File: src/rtl/clk_rst_sequencer_if.sv
// Clock/reset sequencer bus: inputs that steer the sequencer and the
// sequenced reset, divided clock, strobes and timestamp it drives out.
// The optional event outputs appear only when CLK_RST_SEQ_EVT_EN is defined.
interface clk_rst_sequencer_if #(
    parameter int unsigned TIME_W = 32
);
    logic              clk_en;
    logic              sw_reset_req;
    logic              sys_reset;
    logic              div_clock;
    logic              div_rise;
    logic              div_fall;
    logic [TIME_W-1:0] timestamp;
    logic              seq_state;
`ifdef CLK_RST_SEQ_EVT_EN
    logic              evt_valid;
    logic [15:0]       evt_count;

    // Sequencer side
    modport master (
        input  clk_en, sw_reset_req,
        output sys_reset, div_clock, div_rise, div_fall, timestamp, seq_state,
               evt_valid, evt_count
    );

    // Consumer side (harness / monitor)
    modport slave (
        output clk_en, sw_reset_req,
        input  sys_reset, div_clock, div_rise, div_fall, timestamp, seq_state,
               evt_valid, evt_count
    );
`else
    // Sequencer side
    modport master (
        input  clk_en, sw_reset_req,
        output sys_reset, div_clock, div_rise, div_fall, timestamp, seq_state
    );

    // Consumer side (harness / monitor)
    modport slave (
        output clk_en, sw_reset_req,
        input  sys_reset, div_clock, div_rise, div_fall, timestamp, seq_state
    );
`endif
endinterface

File: src/rtl/clk_rst_sequencer.sv
// Clock/reset sequencer for example harnesses.
//  - holds sys_reset for HOLD_CYCLES edges after reset release or a software
//    request, then releases it (HOLD -> RUN)
//  - divides the clock: div_clock toggles every HALF_PERIOD enabled cycles,
//    with registered rise/fall strobes
//  - free-running, wrapping timestamp
// Optional feature macro: CLK_RST_SEQ_EVT_EN adds evt_valid/evt_count, a pulse
// and a wrapping count of cycles on which div_clock or sys_reset changed.
// Every output comes straight from a register.
module clk_rst_sequencer #(
    parameter int unsigned HOLD_CYCLES = 10,
    parameter int unsigned HALF_PERIOD = 5,
    parameter int unsigned TIME_W      = 32
) (
    input  logic                   clock,
    input  logic                   reset,
    clk_rst_sequencer_if.master    seq_bus
);

    localparam int unsigned HOLD_W = (HOLD_CYCLES > 1) ? $clog2(HOLD_CYCLES) : 1;
    localparam int unsigned DIV_W  = (HALF_PERIOD > 1) ? $clog2(HALF_PERIOD) : 1;
    localparam int unsigned EVT_W  = 16;

    localparam logic [HOLD_W-1:0] HOLD_LAST = HOLD_W'(HOLD_CYCLES - 1);
    localparam logic [DIV_W-1:0]  DIV_LAST  = DIV_W'(HALF_PERIOD - 1);

    typedef enum logic {
        ST_HOLD = 1'b0,
        ST_RUN  = 1'b1
    } seq_state_e;

    seq_state_e        state_q,     state_d;
    logic [HOLD_W-1:0] hold_cnt_q,  hold_cnt_d;
    logic              sys_reset_q, sys_reset_d;

    logic [DIV_W-1:0]  div_cnt_q,   div_cnt_d;
    logic              div_clock_q, div_clock_d;
    logic              div_rise_q,  div_rise_d;
    logic              div_fall_q,  div_fall_d;

    logic [TIME_W-1:0] ts_q,        ts_d;

`ifdef CLK_RST_SEQ_EVT_EN
    logic              evt_valid_q, evt_valid_d;
    logic [EVT_W-1:0]  evt_count_q, evt_count_d;
`endif

    // Reset-hold sequencer: a software request always restarts the hold,
    // including on the edge that would otherwise have ended it.
    always_comb begin
        state_d     = state_q;
        hold_cnt_d  = hold_cnt_q;
        sys_reset_d = sys_reset_q;

        unique case (state_q)
            ST_HOLD: begin
                sys_reset_d = 1'b1;
                if (seq_bus.sw_reset_req) begin
                    hold_cnt_d = '0;
                end else if (hold_cnt_q == HOLD_LAST) begin
                    state_d     = ST_RUN;
                    hold_cnt_d  = '0;
                    sys_reset_d = 1'b0;
                end else begin
                    hold_cnt_d = hold_cnt_q + HOLD_W'(1);
                end
            end
            ST_RUN: begin
                sys_reset_d = 1'b0;
                if (seq_bus.sw_reset_req) begin
                    state_d     = ST_HOLD;
                    hold_cnt_d  = '0;
                    sys_reset_d = 1'b1;
                end
            end
            default: begin
                state_d     = ST_HOLD;
                hold_cnt_d  = '0;
                sys_reset_d = 1'b1;
            end
        endcase
    end

    // Clock divider: advances only on enabled cycles, independent of the sequencer.
    always_comb begin
        div_cnt_d   = div_cnt_q;
        div_clock_d = div_clock_q;
        div_rise_d  = 1'b0;
        div_fall_d  = 1'b0;

        if (seq_bus.clk_en) begin
            if (div_cnt_q == DIV_LAST) begin
                div_cnt_d   = '0;
                div_clock_d = ~div_clock_q;
                div_rise_d  = ~div_clock_q;
                div_fall_d  = div_clock_q;
            end else begin
                div_cnt_d = div_cnt_q + DIV_W'(1);
            end
        end
    end

    // Free-running timestamp, wraps naturally at its width.
    always_comb begin
        ts_d = ts_q + TIME_W'(1);
    end

`ifdef CLK_RST_SEQ_EVT_EN
    // One pulse per cycle in which either sequenced output changes value.
    always_comb begin
        evt_valid_d = (div_clock_d != div_clock_q) || (sys_reset_d != sys_reset_q);
        evt_count_d = evt_count_q + EVT_W'(evt_valid_d);
    end
`endif

    // State registers with asynchronous active-high reset.
    always_ff @(posedge clock or posedge reset) begin
        if (reset) begin
            state_q     <= ST_HOLD;
            hold_cnt_q  <= '0;
            sys_reset_q <= 1'b1;
            div_cnt_q   <= '0;
            div_clock_q <= 1'b0;
            div_rise_q  <= 1'b0;
            div_fall_q  <= 1'b0;
            ts_q        <= '0;
`ifdef CLK_RST_SEQ_EVT_EN
            evt_valid_q <= 1'b0;
            evt_count_q <= '0;
`endif
        end else begin
            state_q     <= state_d;
            hold_cnt_q  <= hold_cnt_d;
            sys_reset_q <= sys_reset_d;
            div_cnt_q   <= div_cnt_d;
            div_clock_q <= div_clock_d;
            div_rise_q  <= div_rise_d;
            div_fall_q  <= div_fall_d;
            ts_q        <= ts_d;
`ifdef CLK_RST_SEQ_EVT_EN
            evt_valid_q <= evt_valid_d;
            evt_count_q <= evt_count_d;
`endif
        end
    end

    // Outputs driven directly from registers.
    assign seq_bus.sys_reset = sys_reset_q;
    assign seq_bus.div_clock = div_clock_q;
    assign seq_bus.div_rise  = div_rise_q;
    assign seq_bus.div_fall  = div_fall_q;
    assign seq_bus.timestamp = ts_q;
    assign seq_bus.seq_state = state_q;
`ifdef CLK_RST_SEQ_EVT_EN
    assign seq_bus.evt_valid = evt_valid_q;
    assign seq_bus.evt_count = evt_count_q;
`endif

endmodule

File: src/flat_wrapper.sv
// flat-port wrapper written by rule: the top's interface ports become plain ports
module clk_rst_sequencer_flat 
#(
    parameter int unsigned HOLD_CYCLES = 10,
    parameter int unsigned HALF_PERIOD = 5,
    parameter int unsigned TIME_W      = 32
)
  (clock, reset, seq_bus_clk_en, seq_bus_sw_reset_req, seq_bus_sys_reset, seq_bus_div_clock, seq_bus_div_rise, seq_bus_div_fall, seq_bus_timestamp, seq_bus_seq_state);
  clk_rst_sequencer_if #(.TIME_W(TIME_W)) seq_bus_i ();
  input  logic clock;
  input  logic reset;
  input wire logic [$bits(seq_bus_i.clk_en)-1:0] seq_bus_clk_en;
  input wire logic [$bits(seq_bus_i.sw_reset_req)-1:0] seq_bus_sw_reset_req;
  output wire logic [$bits(seq_bus_i.sys_reset)-1:0] seq_bus_sys_reset;
  output wire logic [$bits(seq_bus_i.div_clock)-1:0] seq_bus_div_clock;
  output wire logic [$bits(seq_bus_i.div_rise)-1:0] seq_bus_div_rise;
  output wire logic [$bits(seq_bus_i.div_fall)-1:0] seq_bus_div_fall;
  output wire logic [$bits(seq_bus_i.timestamp)-1:0] seq_bus_timestamp;
  output wire logic [$bits(seq_bus_i.seq_state)-1:0] seq_bus_seq_state;
  assign seq_bus_i.clk_en = seq_bus_clk_en;
  assign seq_bus_i.sw_reset_req = seq_bus_sw_reset_req;
  assign seq_bus_sys_reset = seq_bus_i.sys_reset;
  assign seq_bus_div_clock = seq_bus_i.div_clock;
  assign seq_bus_div_rise = seq_bus_i.div_rise;
  assign seq_bus_div_fall = seq_bus_i.div_fall;
  assign seq_bus_timestamp = seq_bus_i.timestamp;
  assign seq_bus_seq_state = seq_bus_i.seq_state;
  clk_rst_sequencer #(.HOLD_CYCLES(HOLD_CYCLES), .HALF_PERIOD(HALF_PERIOD), .TIME_W(TIME_W)) u_core (.clock(clock), .reset(reset), .seq_bus(seq_bus_i));
endmodule
File: config.mk
export PLATFORM = sky130hd
export DESIGN_NAME = clk_rst_sequencer_flat
export DESIGN_NICKNAME = d
export VERILOG_FILES = /design/src/rtl/clk_rst_sequencer_if.sv /design/src/rtl/clk_rst_sequencer.sv /design/src/flat_wrapper.sv
export SDC_FILE = /design/constraint.sdc
export NUM_CORES = 1
export LEC_CHECK = 0
export CORE_MARGIN = 1
export CORE_UTILIZATION = 30
export CTS_CLUSTER_SIZE = 16
export DETAILED_ROUTE_END_ITERATION = 12
export PLACE_DENSITY_LB_ADDON = 0.08
export SLEW_MARGIN = 20
export SYNTH_ARGS = -nofsm -noshare
export SYNTH_HDL_FRONTEND = slang
export SYNTH_SLANG_ARGS = --single-unit
File: constraint.sdc
create_clock -name clock -period 2.5 [get_ports clock]
set_clock_uncertainty 0.2 [all_clocks]
set_input_delay 0.5 -clock clock [delete_from_list [all_inputs] [get_ports clock]]
set_output_delay 0.5 -clock clock [all_outputs]
set_load 0.01 [all_outputs]
# Yosys cells after proc, flatten, opt, wreduce, memory -nomap -nowiden
# Cells that the tools add are included.
dict set report op_classes {
  add_sub_neg 3
  n_eq_ne 3
  n_mux 17
  n_bitwise 2
  reduce_logical 1
}
# op n
set op_table {}
lappend op_table {{32-bit by 1-bit adder with 32-bit output, second input constant} 1}
lappend op_table {{4-bit 2-to-1 mux} 3}
lappend op_table {{1-bit 2-to-1 mux} 10}
lappend op_table {{4-bit case mux with 2 select lines} 1}
lappend op_table {{4-bit by 1-bit adder with 4-bit output, second input constant} 1}
lappend op_table {{4-bit == test, second input constant} 1}
lappend op_table {{1-bit case mux with 2 select lines} 2}
lappend op_table {{3-bit by 1-bit adder with 3-bit output, second input constant} 1}
lappend op_table {{3-bit == test, second input constant} 1}
lappend op_table {{3-bit 2-to-1 mux} 1}
lappend op_table {{2-bit inequality test, second input constant} 1}
lappend op_table {{1-bit NOT} 2}
lappend op_table {{2-bit AND reduction} 1}
dict set report word_totals {
  reg_bits 44
  in_bits 4
  output_inout_bits 37
}

# Logic depth before layout (Yosys ltp)
# Gate-level depths: netlist of run 1.
dict set report logic_depth {
  word_depth 4
  ltp_mapped 6
  ltp_nobuf 6
}

# Worst setup path after synthesis of run 1
# Ideal clock, no wire load.
dict set report synth_path {
  path_kind {flip-flop to flip-flop}
  startpoint {register u_core.ts_q[2] (netlist: u_core.seq_bus.timestamp[2])}
  endpoint {register u_core.ts_q[21] (netlist: u_core.seq_bus.timestamp[21])}
  setup_ps 126
  arrival_ps 1378
  path_slack_ps 795
  stages_incl_launch_ff 5
  synth_period_minus_slack_ps 1705
  cell_sequence {dfrtp_1 > nand3_2 > nor4_4 > nand4_1 > xnor2_1}
}
dict set report synth_between {
  elab_chain_cells 1
}
# element line
set synth_rtl {}
lappend synth_rtl {{from (decl)} clk_rst_sequencer.sv:41} ;# logic [TIME_W-1:0] ts_q, ts_d;
lappend synth_rtl {{from (signal assigned)} clk_rst_sequencer.sv:139} ;# ts_q <= ts_d;
lappend synth_rtl {{32-bit by 1-bit adder with 32-bit output} clk_rst_sequencer.sv:105} ;# ts_d = ts_q + TIME_W'(1);
lappend synth_rtl {{named net u_core.ts_d[21]} clk_rst_sequencer.sv:41}
# The timed path passes the listed nets, and every way through them passes these cells.
# A chain may end at the register's enable or synchronous reset.

# Worst setup path after layout of run 1
dict set report layout_path {
  startpoint {register u_core.state_q (netlist: u_core.seq_bus.seq_state)}
  endpoint {output port seq_bus_seq_state}
}
# element line
set layout_lines {}
lappend layout_lines {{from (decl)} clk_rst_sequencer.sv:32} ;# seq_state_e state_q, state_d;
lappend layout_lines {{from (signal assigned)} clk_rst_sequencer.sv:132} ;# state_q <= state_d;
lappend layout_lines {{to (decl)} flat_wrapper.sv:19} ;# output wire logic [$bits(seq_bus_i.seq_state)-1:0] seq_bus_seq_state;
# No word-level cell between the ends.

==> results by group, run 1 <==
Worst setup path
  – Worst setup EP type: output pin
  – Max stage delay on crit path: 0.59 ns
  – Worst Path Max Fanout: 10
  – CP delay by family, top: buffers and inverters
  – Worst path cell trace: clkdlybuf4s50_1
  – Register-to-Register Path Depth: 5
  – Worst Setup Start Kind: register
  – Crit path DAT: 1.40 ns
  – RR Endpoint: u_core.seq_bus.timestamp[24]$_DFF_PP0_
  – Setup CP Type: reg2out
  – Critical Path RT: 1.80 ns
  – Slowest-stage cell, CP: clkdlybuf4s50_1
  – Crit path buf inv count: 1
  – Reg2Reg Launch Point: u_core.seq_bus.timestamp[0]$_DFF_PP0_
  – Worst R2R Setup Slack: 0.51 ns
  – WP depth: 1

Clock tree
  – Hold buffers post-CTS: 0
  – CTS H-Tree Depth: 2
  – Post-CTS Resized: 0
  – CTS root buf: clkbuf_8
  – Sink Count: 44
  – Longest Clk Path Bufs: 2
  – Worst skew pair latency: 0.30 ns
  – CTS tree: done
  – CTS Buf Count: 5
  – # Post-CTS Setup Buffers: 0
  – Clk slew on worst S/H paths: 0.09 ns

Power
  – P_leak: 1.16 nW
  – Total power draw: 1.46 mW
  – PD cells: 560 nW/um^2
  – Peak VDD IR: 0.292 mV

Die
  – Horiz. Die Dim: 83.2 microns
  – # rows: 29
  – Initial core utilization: 31.2%
  – Die Ht: 83.2 microns
  – # IOs: 41
  – DIE AREA: 6930 sq um
  – Core ar.: 6350 sq um

Hold path
  – Critical hold path startpoint: u_core.seq_bus.timestamp[31]$_DFF_PP0_
  – HP Class: reg2reg
  – Worst Hold Depth: 1
  – Hold EP: u_core.seq_bus.timestamp[31]$_DFF_PP0_

Timing
  – Final hold vios: 0
  – Worst-margin pin slew: 0.591 ns
  – Final setup vio count: 0
  – Rel. slew slack: 60.3%
  – RSZ-0062 raised after global routing: no
  – Min cycle time layout: 2.10 ns
  – Fin. max-slew vios: 0
  – Final period utilization: 84.1%
  – Post-Route Setup TNS: 0 ns
  – Fmax: 475 MHz

Drt
  – 1st-iter DRT viols: 53
  – Routed WL: 4270 microns
  – Detail Route Antenna Nets: 0
  – TritonRoute pass-1 iters: 4
  – WL/cell: 14.0 microns
  – Vias: 1,481
  – Vias per cell: 4.86
  – Residual DRC count: 0

Placed design
  – DP Wirelength: 3130 microns
  – Gpl congestion: 0.786
  – PortBufs: 40
  – Placed insts: 297
  – Placed cell areas: 2490 sq um

Final layout
  – Share of cells above drive strength 1: 7.02%
  – Post-route cell area: 2600 sq um
  – Area Overhead vs Synth: 31.3%
  – Nets: 236
  – Finished Layout Cells: 305
  – Ant diodes: 0

Yosys
  – Seq/Total Area, Yosys: 55.7%
  – Post-synth net total: 188
  – Post-Synthesis Cells: 179
  – Avg Synthesized Cell Area: 11.1 sq um
  – Post-synth cell types: 25
  – Yosys reg bits: 44
  – Warnings from Yosys: 0
  – Synth Cell Area: 1980 sq um

Global routing
  – Vias in the first global route: 1,490
  – M2 GR Usage: 21.0%
  – Largest net degree at the start of global routing: 24
  – Met3 global-route usage: 4.67%
  – Total grt overflow: 0
  – Global-route usage over all layers: 13.5%
  – Global-route wire length before repair: 7370 microns
  – Busiest metal layer after global routing: met2
  – Initial antenna violation count: 0
  – GRT met1 Usage: 17.1%

Status
  – Status: finished, final reports clean

Flow run
  – Max-capacitance violation count: 0
worst max-delay path by stage:
stage | from | to | slack [ns]
2_1_floorplan | reset | u_core.div_cnt_q[0]$_DFFE_PP0P_ | 0.77
3_3_place_gp | u_core.seq_bus.timestamp[0]$_DFF_PP0_ | u_core.seq_bus.timestamp[24]$_DFF_PP0_ | 0.60
3_5_place_dp | u_core.seq_bus.timestamp[0]$_DFF_PP0_ | u_core.seq_bus.timestamp[24]$_DFF_PP0_ | 0.54
4_1_cts | u_core.seq_bus.seq_state$_DFF_PP0_ | seq_bus_seq_state | 0.40
5_1_grt | u_core.seq_bus.timestamp[0]$_DFF_PP0_ | u_core.seq_bus.timestamp[24]$_DFF_PP0_ | 0.29
6_report | u_core.seq_bus.seq_state$_DFF_PP0_ | seq_bus_seq_state | 0.40
synth_stat cells, drive strengths merged:
| cell type | count | share of area, % |
|---|---|---|
| dfstp | 1 | 1.3 |
| and2 | 2 | 0.63 |
| a21oi | 4 | 1.0 |
| nor3 | 3 | 1.3 |
| o21ai | 7 | 1.8 |
| or2 | 1 | 0.32 |
| clkbuf | 1 | 0.19 |
| or3 | 3 | 0.95 |
| ha | 5 | 3.2 |
| and4 | 8 | 3.5 |
| or4 | 1 | 0.38 |
| nand4 | 12 | 4.1 |
| nor2 | 13 | 2.5 |
| inv | 8 | 1.5 |
| dfrtp | 43 | 54 |
| nand3 | 12 | 3.3 |
| xnor2 | 19 | 8.4 |
| nand2 | 19 | 3.6 |
| and3 | 2 | 0.63 |
| xor2 | 12 | 5.3 |
| nor4 | 3 | 1.7 |
placed cells by master, fill, tap and decap left out, drive strengths merged:
| cell | n |
|---|---|
| and4 | 8 |
| or4 | 1 |
| nor3 | 3 |
| nand3 | 12 |
| and2 | 2 |
| nand4 | 12 |
| buf | 2 |
| nor4 | 3 |
| clkbuf | 5 |
| xnor2 | 19 |
| a21oi | 4 |
| dfstp | 1 |
| bufinv | 1 |
| or2 | 1 |
| dfrtp | 43 |
| ha | 5 |
| and3 | 2 |
| o21ai | 7 |
| xor2 | 12 |
| clkinvlp | 1 |
| nor2 | 13 |
| nand2 | 19 |
| clkinv | 2 |
| inv | 7 |
| or3 | 3 |
| clkdlybuf4s50 | 40 |
layer usage:
layer	vias up	share of wire, %
li1	711	-
met1	718	46
met2	44	45
met3	8	6.5
met4	0	2.0
met5	-	0
registers in the layout (all words and copies together) (netlist names):
register	count
u_core.div_cnt_q	3
u_core.hold_cnt_q	4
u_core.seq_bus.div_clock	1
u_core.seq_bus.div_fall	1
u_core.seq_bus.div_rise	1
u_core.seq_bus.seq_state	1
u_core.seq_bus.sys_reset	1
u_core.seq_bus.timestamp	32
report_power, final:
group          switching, mW  leakage [nW]  total, mW  internal [mW]
combinational         0.0738         0.514      0.137         0.0633
clock                  0.243        0.0541      0.539          0.296
sequential            0.0313         0.588      0.779          0.748
metrics by stage:
step	utilization [%]	hold WS, ns	worst slack, ns
CTS	40.9	0.292	0.399
floorplan	-	0.278	0.771
global route	40.9	0.323	0.293
global placement	39.2	0.264	0.596
detailed placement	39.2	0.280	0.539
finish	40.9	0.277	0.397
cell families (layout without fill, tap and decap cells):
kind of cell / after synthesis / count (layout) / share of synthesized area (%)
AOI/OAI and AO/OA: 11 / 11 / 2.78
DFF: 44 / 44 / 55.7
and+or+nand+nor: 79 / 79 / 22.9
buffers and inverters: 9 / 58 / 1.71
adders and majority gates: 5 / 5 / 3.16
xor gates and xnor gates: 31 / 31 / 13.7
layout make-up:
type	count	area, sq um
Fill cell	617	3750
Sequential cell	44	1100
Multi-Input combinational cell	126	843
Timing Repair Buffer	42	415
Tap cell	77	96.3
Clock buffer	5	68.8
Clock inverter	3	42.5
Inverter	8	30.0
No activity file was read; power rests on OpenSTA's default activity.
==> inputs of run 2 (changes only) <==
==> constraint.sdc (replaced) <==
create_clock -name clock -period 2 [get_ports clock]
set_clock_uncertainty 0.2 [all_clocks]
set_input_delay 0.4 -clock clock [delete_from_list [all_inputs] [get_ports clock]]
set_output_delay 0.4 -clock clock [all_outputs]
set_load 0.01 [all_outputs]
==> run 2 against run 1 <==
Effect of this change: largest cell class unchanged; register-to-register slack worse by 0.33 ns; sequential share of layout area is 0.32 points lower; combinational power is 26% higher; power is 29% higher; first-iteration DRC count is 13% lower; wire length is 3.1% lower; setup slack worse by 0.33 ns; flip-flop and latch count stayed put; worst hold slack worse by 0.037 ns; die area stayed put; highest routed layer unchanged; sequential power is 25% higher; count of clock-buffer cells in the layout is 2 higher.
==> results by group, run 2 (same netlist as run 1, synthesis figures left out) <==
Status
  – Status: finished, final reports clean

Final layout
  – Commonest non-fill, non-tap cell in the layout: clkdlybuf4s50_1
  – Nets: 237 (+0.42%)
  – Ant diodes: 0 (unchanged)
  – Area Overhead vs Synth: 33.6%
  – Share of cells above drive strength 1: 12.2% (+5.2 points)
  – Max reg flops: 32 (unchanged)
  – Most frequent cells in the layout: clkdlybuf4s50_1, dfrtp_1, nand2_1, xnor2_1, nor2_1

Die
  – Core ar.: 6350 sq um (unchanged)
  – Initial core utilization: 31.2% (unchanged)
  – DIE AREA: 6930 sq um (unchanged)
  – Die Ht: 83.2 microns (unchanged)
  – # rows: 29 (unchanged)
  – Horiz. Die Dim: 83.2 microns (unchanged)
  – # IOs: 41 (unchanged)

Power
  – Peak VDD IR: 0.251 mV (-14%)
  – Total power draw: 1.88 mW (+29%)
  – PD cells: 712 nW/um^2 (+27%)
  – P_leak: 1.16 nW (+0.31%)

Flow run
  – Max-capacitance violation count: 0 (unchanged)

Worst setup path
  – Critical Path RT: 1.40 ns (-0.40 ns)
  – Worst setup EP type: output pin
  – Setup CP Type: reg2out
  – WP depth: 1 (unchanged)
  – Worst Setup Start Kind: register
  – Worst path cell trace: clkdlybuf4s50_1
  – Crit path DAT: 1.34 ns (-0.06 ns)
  – Worst Path Max Fanout: 1 (-9)
  – CP delay by family, top: flip-flops
  – Max stage delay on crit path: 0.52 ns (-0.07 ns)
  – Slowest-stage cell, CP: dfstp_2
  – Crit path buf inv count: 1 (unchanged)
  – Register-to-Register Path Depth: 5 (unchanged)

Clock tree
  – CTS root buf: clkbuf_8
  – CTS tree: done
  – Worst skew pair latency: 0.30 ns (about the same)
  – Longest Clk Path Bufs: 2 (unchanged)
  – Sink Count: 44 (unchanged)
  – CTS Buf Count: 5 (unchanged)
  – # Post-CTS Setup Buffers: 0 (unchanged)
  – Hold buffers post-CTS: 0 (unchanged)
  – CTS H-Tree Depth: 2 (unchanged)
  – Post-CTS Resized: 0 (unchanged)
  – Clk slew on worst S/H paths: 0.09 ns (about the same)

Timing
  – Fmax: 516 MHz
  – Post-Route Setup TNS: 0 ns (unchanged)
  – Final period utilization: 96.9%
  – Fin. max-slew vios: 0 (unchanged)
  – Min cycle time layout: 1.94 ns
  – Worst-margin pin slew: 0.320 ns (-0.271 ns)
  – Rel. slew slack: 78.6% (+18 points)
  – Final hold vios: 0 (unchanged)
  – RSZ-0062 raised after global routing: no
  – Final setup vio count: 0 (unchanged)

Drt
  – WL/cell: 13.5 microns (-3.5%)
  – Vias per cell: 4.75 (-2.2%)
  – Vias: 1,453 (-1.9%)
  – 1st-iter DRT viols: 46 (-13%)
  – TritonRoute pass-1 iters: 4 (unchanged)
  – Detail Route Antenna Nets: 0 (unchanged)
  – Residual DRC count: 0 (unchanged)
  – Routed WL: 4140 microns (-3.1%)

Global routing
  – Total grt overflow: 0 (unchanged)
  – Largest net degree at the start of global routing: 25 (+4.2%)
  – Global-route wire length before repair: 7180 microns (-2.6%)
  – Vias in the first global route: 1,474 (-1.1%)
  – Initial antenna violation count: 0 (unchanged)
  – Global-route usage over all layers: 13.1% (-0.39 points)

Placed design
  – Gpl congestion: 0.772 (-1.8%)
  – PortBufs: 40 (unchanged)
  – DP Wirelength: 3000 microns (-4.1%)

Hold path
  – HP Class: in2async
[run 2: worst paths after layout]
check | startpoint | end | slack, ns
setup / recovery | u_core.seq_bus.sys_reset$_DFF_PP1_ | seq_bus_sys_reset | 0.06
hold / removal | reset | u_core.seq_bus.div_rise$_DFF_PP0_ | 0.24
setup reg to reg | u_core.seq_bus.timestamp[0]$_DFF_PP0_ | u_core.seq_bus.timestamp[28]$_DFF_PP0_ | 0.18
hold reg to reg | u_core.seq_bus.timestamp[31]$_DFF_PP0_ | u_core.seq_bus.timestamp[31]$_DFF_PP0_ | 0.27
max in group asynchronous | reset | u_core.seq_bus.sys_reset$_DFF_PP1_ | 1.05
min in group clock | u_core.seq_bus.timestamp[31]$_DFF_PP0_ | u_core.seq_bus.timestamp[31]$_DFF_PP0_ | 0.27
[run 2: metal layers]
layer	GRT usage [%]	up-vias	wire length, microns
li1	-	723	-
met1	17.4	691	2040
met2	20.3	34	1860
met3	3.48	5	176
met4	5.17	0	55
met5	0	-	0
[run 2: area by class of cell]
type | count | area (sq um)
clock buffer | 7 | 96.3
timing repair buffer | 43 | 423
inverter | 8 | 30.0
clock inverter | 1 | 30.0
tap | 77 | 96.3
multi-input combinational | 126 | 856
fill | 609 | 3700
sequential | 44 | 1110
[run 2: power breakdown]
group	leakage (nW)	internal, mW	switching (mW)
Sequential	0.575	0.935	0.0372
Combinational	0.519	0.0794	0.0939
Clock	0.0645	0.441	0.297
Total	1.16	1.45	0.428
[run 2: stage by stage]
step / cells / area (sq um) / setup WS, ns / utilization (%) / hold slack, ns
2_1_floorplan: 179 / 1980 / 0.295 / - / 0.263
3_3_place_gp: 298 / 2490 / 0.235 / 39.3 / 0.262
3_5_place_dp: 298 / 2490 / 0.166 / 39.3 / 0.268
4_1_cts: 306 / 2620 / 0.000770 / 41.3 / 0.249
5_1_grt: 306 / 2650 / 0.0127 / 41.7 / 0.279
6_report: 306 / 2650 / 0.0628 / 41.7 / 0.240
==> inputs of run 3 (changes only) <==
--- a/config.mk
+++ b/config.mk
@@ -5,6 +5,7 @@
 export SDC_FILE = /design/constraint.sdc
 export NUM_CORES = 1
 export LEC_CHECK = 0
+export CAP_MARGIN = 15
 export CORE_MARGIN = 1
 export CORE_UTILIZATION = 30
 export CTS_CLUSTER_SIZE = 16
==> constraint.sdc (replaced) <==
create_clock -name clock -period 1.9 [get_ports clock]
set_clock_uncertainty 0.2 [all_clocks]
set_input_delay 0.38 -clock clock [delete_from_list [all_inputs] [get_ports clock]]
set_output_delay 0.38 -clock clock [all_outputs]
set_load 0.01 [all_outputs]
==> run 3 against run 2 <==
Effect of this change: count of clock-buffer cells in the layout is the same; register-to-register slack lost 0.06 ns; utilization increased by 3.8 points; final area increased by 9.0%; cell count grew 8.8%; worst hold slack lost 0.076 ns; clock power grew 4.6%; critical endpoint is now seq_bus_timestamp[1]; highest routed layer unchanged.
==> results by group, run 3 (same netlist as run 1, synthesis figures left out) <==
Drt
  – TritonRoute pass-1 iters: 4 (unchanged)
  – 1st-iter DRT viols: 51 (+11%)
  – Routed WL: 4360 microns (+5.5%)
  – Detail Route Antenna Nets: 0 (unchanged)
  – Vias per cell: 4.78 (+0.62%)
  – Vias: 1,591 (+9.5%)
  – Residual DRC count: 0 (unchanged)
  – WL/cell: 13.1 microns (-3.1%)

Global routing
  – Vias in the first global route: 1,504 (+2.0%)
  – Total grt overflow: 0 (unchanged)
  – Busiest metal layer after global routing: met2
  – Global-route wire length before repair: 7220 microns (+0.67%)
  – Global-route usage over all layers: 12.8% (-0.24 points)
  – Largest net degree at the start of global routing: 22 (-12%)
  – M2 GR Usage: 20.3% (+0.075 points)
  – GRT met1 Usage: 17.0% (-0.40 points)
  – Initial antenna violation count: 0 (unchanged)
  – Met3 global-route usage: 3.18% (-0.30 points)

Worst setup path
  – Slowest-stage cell, CP: clkdlybuf4s50_1
  – Crit path buf inv count: 1 (unchanged)
  – Worst Setup Start Kind: register
  – Worst path cell trace: clkdlybuf4s50_1
  – Reg2Reg Launch Point: u_core.seq_bus.timestamp[1]$_DFF_PP0_
  – Critical Path RT: 1.32 ns (-0.08 ns)
  – Max stage delay on crit path: 0.56 ns (+0.04 ns)
  – Worst R2R Setup Slack: 0.12 ns (-0.06 ns)
  – RR Endpoint: u_core.seq_bus.timestamp[18]$_DFF_PP0_
  – Register-to-Register Path Depth: 5 (unchanged)
  – Worst setup EP type: output pin
  – Crit path DAT: 1.27 ns (-0.07 ns)
  – CP delay by family, top: buffers and inverters
  – Worst Path Max Fanout: 5 (+4)
  – Setup CP Type: reg2out

Final layout
  – Max reg flops: 32 (unchanged)
  – Nets: 264 (+11%)
  – Most frequent cells in the layout: clkdlybuf4s50_1, dfrtp_1, buf_4
  – Share of cells above drive strength 1: 23.8% (+12 points)
  – Commonest non-fill, non-tap cell in the layout: clkdlybuf4s50_1
  – Area Overhead vs Synth: 45.7%
  – Ant diodes: 0 (unchanged)
  – Finished Layout Cells: 333 (+8.8%)
  – Fillers: 569 (-6.6%)

Clock tree
  – CTS tree: done
  – CTS root buf: clkbuf_8
  – CTS Buf Count: 5 (unchanged)
  – Sink Count: 44 (unchanged)
  – Worst skew pair latency: 0.29 ns (about the same)
  – CTS H-Tree Depth: 2 (unchanged)
  – Longest Clk Path Bufs: 2 (unchanged)
  – Clk slew on worst S/H paths: 0.08 ns (about the same)

Die
  – # rows: 29 (unchanged)
  – Core ar.: 6350 sq um (unchanged)
  – DIE AREA: 6930 sq um (unchanged)
  – Die Ht: 83.2 microns (unchanged)
  – # IOs: 41 (unchanged)
  – Horiz. Die Dim: 83.2 microns (unchanged)
  – Initial core utilization: 31.2% (unchanged)

Timing
  – Post-Route Setup TNS: 0 ns (unchanged)
  – Final period utilization: 97.6%
  – Rel. slew slack: 64.5% (-14 points)
  – Min cycle time layout: 1.85 ns
  – Fin. max-slew vios: 0 (unchanged)
  – Final setup vio count: 0 (unchanged)
  – RSZ-0062 raised after global routing: no
  – Worst-margin pin slew: 0.530 ns (+0.210 ns)
  – Fmax: 539 MHz
  – Final hold vios: 0 (unchanged)

Flow run
  – Max-capacitance violation count: 0 (unchanged)

Placed design
  – Gpl congestion: 0.776 (+0.44%)
  – DP Wirelength: 2980 microns (-0.61%)
  – Placed insts: 300 (+0.67%)
  – PortBufs: 40 (unchanged)

Power
  – PD cells: 687 nW/um^2 (-3.5%)
  – Peak VDD IR: 0.293 mV (+17%)
  – P_leak: 1.32 nW (+13%)

Status
  – Status: finished, final reports clean

Hold path
  – HP Class: in2async
## run 3: layer usage
layer  part of all wire, %  vias to the layer above
met4                   1.1                        0
met3                   4.1                        5
met2                    48                       38
met1                    47                      781
li1                      -                      767
met5                     0                        -
## run 3: final cells by class
type | count | area, sq um | share of cell area (%)
sequential | 44 | 1120 | 38.8
multi-input combinational | 126 | 861 | 29.8
timing repair buffer | 70 | 651 | 22.6
clock buffer | 7 | 96.3 | 3.34
tap | 77 | 96.3 | 3.34
clock inverter | 1 | 30.0 | 1.04
inverter | 8 | 30.0 | 1.04
## run 3: repair_timing
action / 4_1_cts / 5_1_grt
gates resized for setup: 15 / 5
setup endpoints to repair: 16 / 21
hold endpoints to repair: 0 / 0
pin swaps: 0 / 1
hold buffers: 0 / 0
buffers inserted: 1 / 24
## run 3: worst max path at each step
| stage | from | to | slack [ns] | cells past startpoint |
|---|---|---|---|---|
| after floorplan | u_core.seq_bus.timestamp[2]$_DFF_PP0_ | u_core.seq_bus.timestamp[21]$_DFF_PP0_ | 0.20 | 4 |
| after global placement | u_core.seq_bus.timestamp[1]$_DFF_PP0_ | u_core.seq_bus.timestamp[28]$_DFF_PP0_ | 0.12 | 5 |
| final | u_core.seq_bus.timestamp[1]$_DFF_PP0_ | seq_bus_timestamp[1] | 0.05 | 1 |
| after CTS | u_core.seq_bus.seq_state$_DFF_PP0_ | seq_bus_seq_state | 0.006 | 1 |
| after detailed placement | u_core.seq_bus.timestamp[1]$_DFF_PP0_ | u_core.seq_bus.timestamp[28]$_DFF_PP0_ | 0.06 | 5 |
| after global routing | u_core.seq_bus.timestamp[12]$_DFF_PP0_ | seq_bus_timestamp[12] | 0.002 | 1 |
## run 3: power breakdown
| part | internal (mW) | total (mW) | switching (mW) |
|---|---|---|---|
| clock network | 0.464 | 0.772 | 0.308 |
| registers | 0.984 | 1.02 | 0.0396 |
| logic | 0.0883 | 0.185 | 0.0972 |
## run 3: metrics by stage
step	utilization [%]	power [mW]	setup slack (ns)	hold WS, ns	area, sq um
final	45.4	1.98	0.0458	0.163	2880
after global routing	45.4	2.09	0.00231	0.196	2880
after CTS	42.2	2.01	0.00581	0.174	2680
after detailed placement	39.9	1.23	0.0625	0.270	2530
after global placement	39.9	1.21	0.117	0.265	2530
after floorplan	-	1.15	0.195	0.243	1980
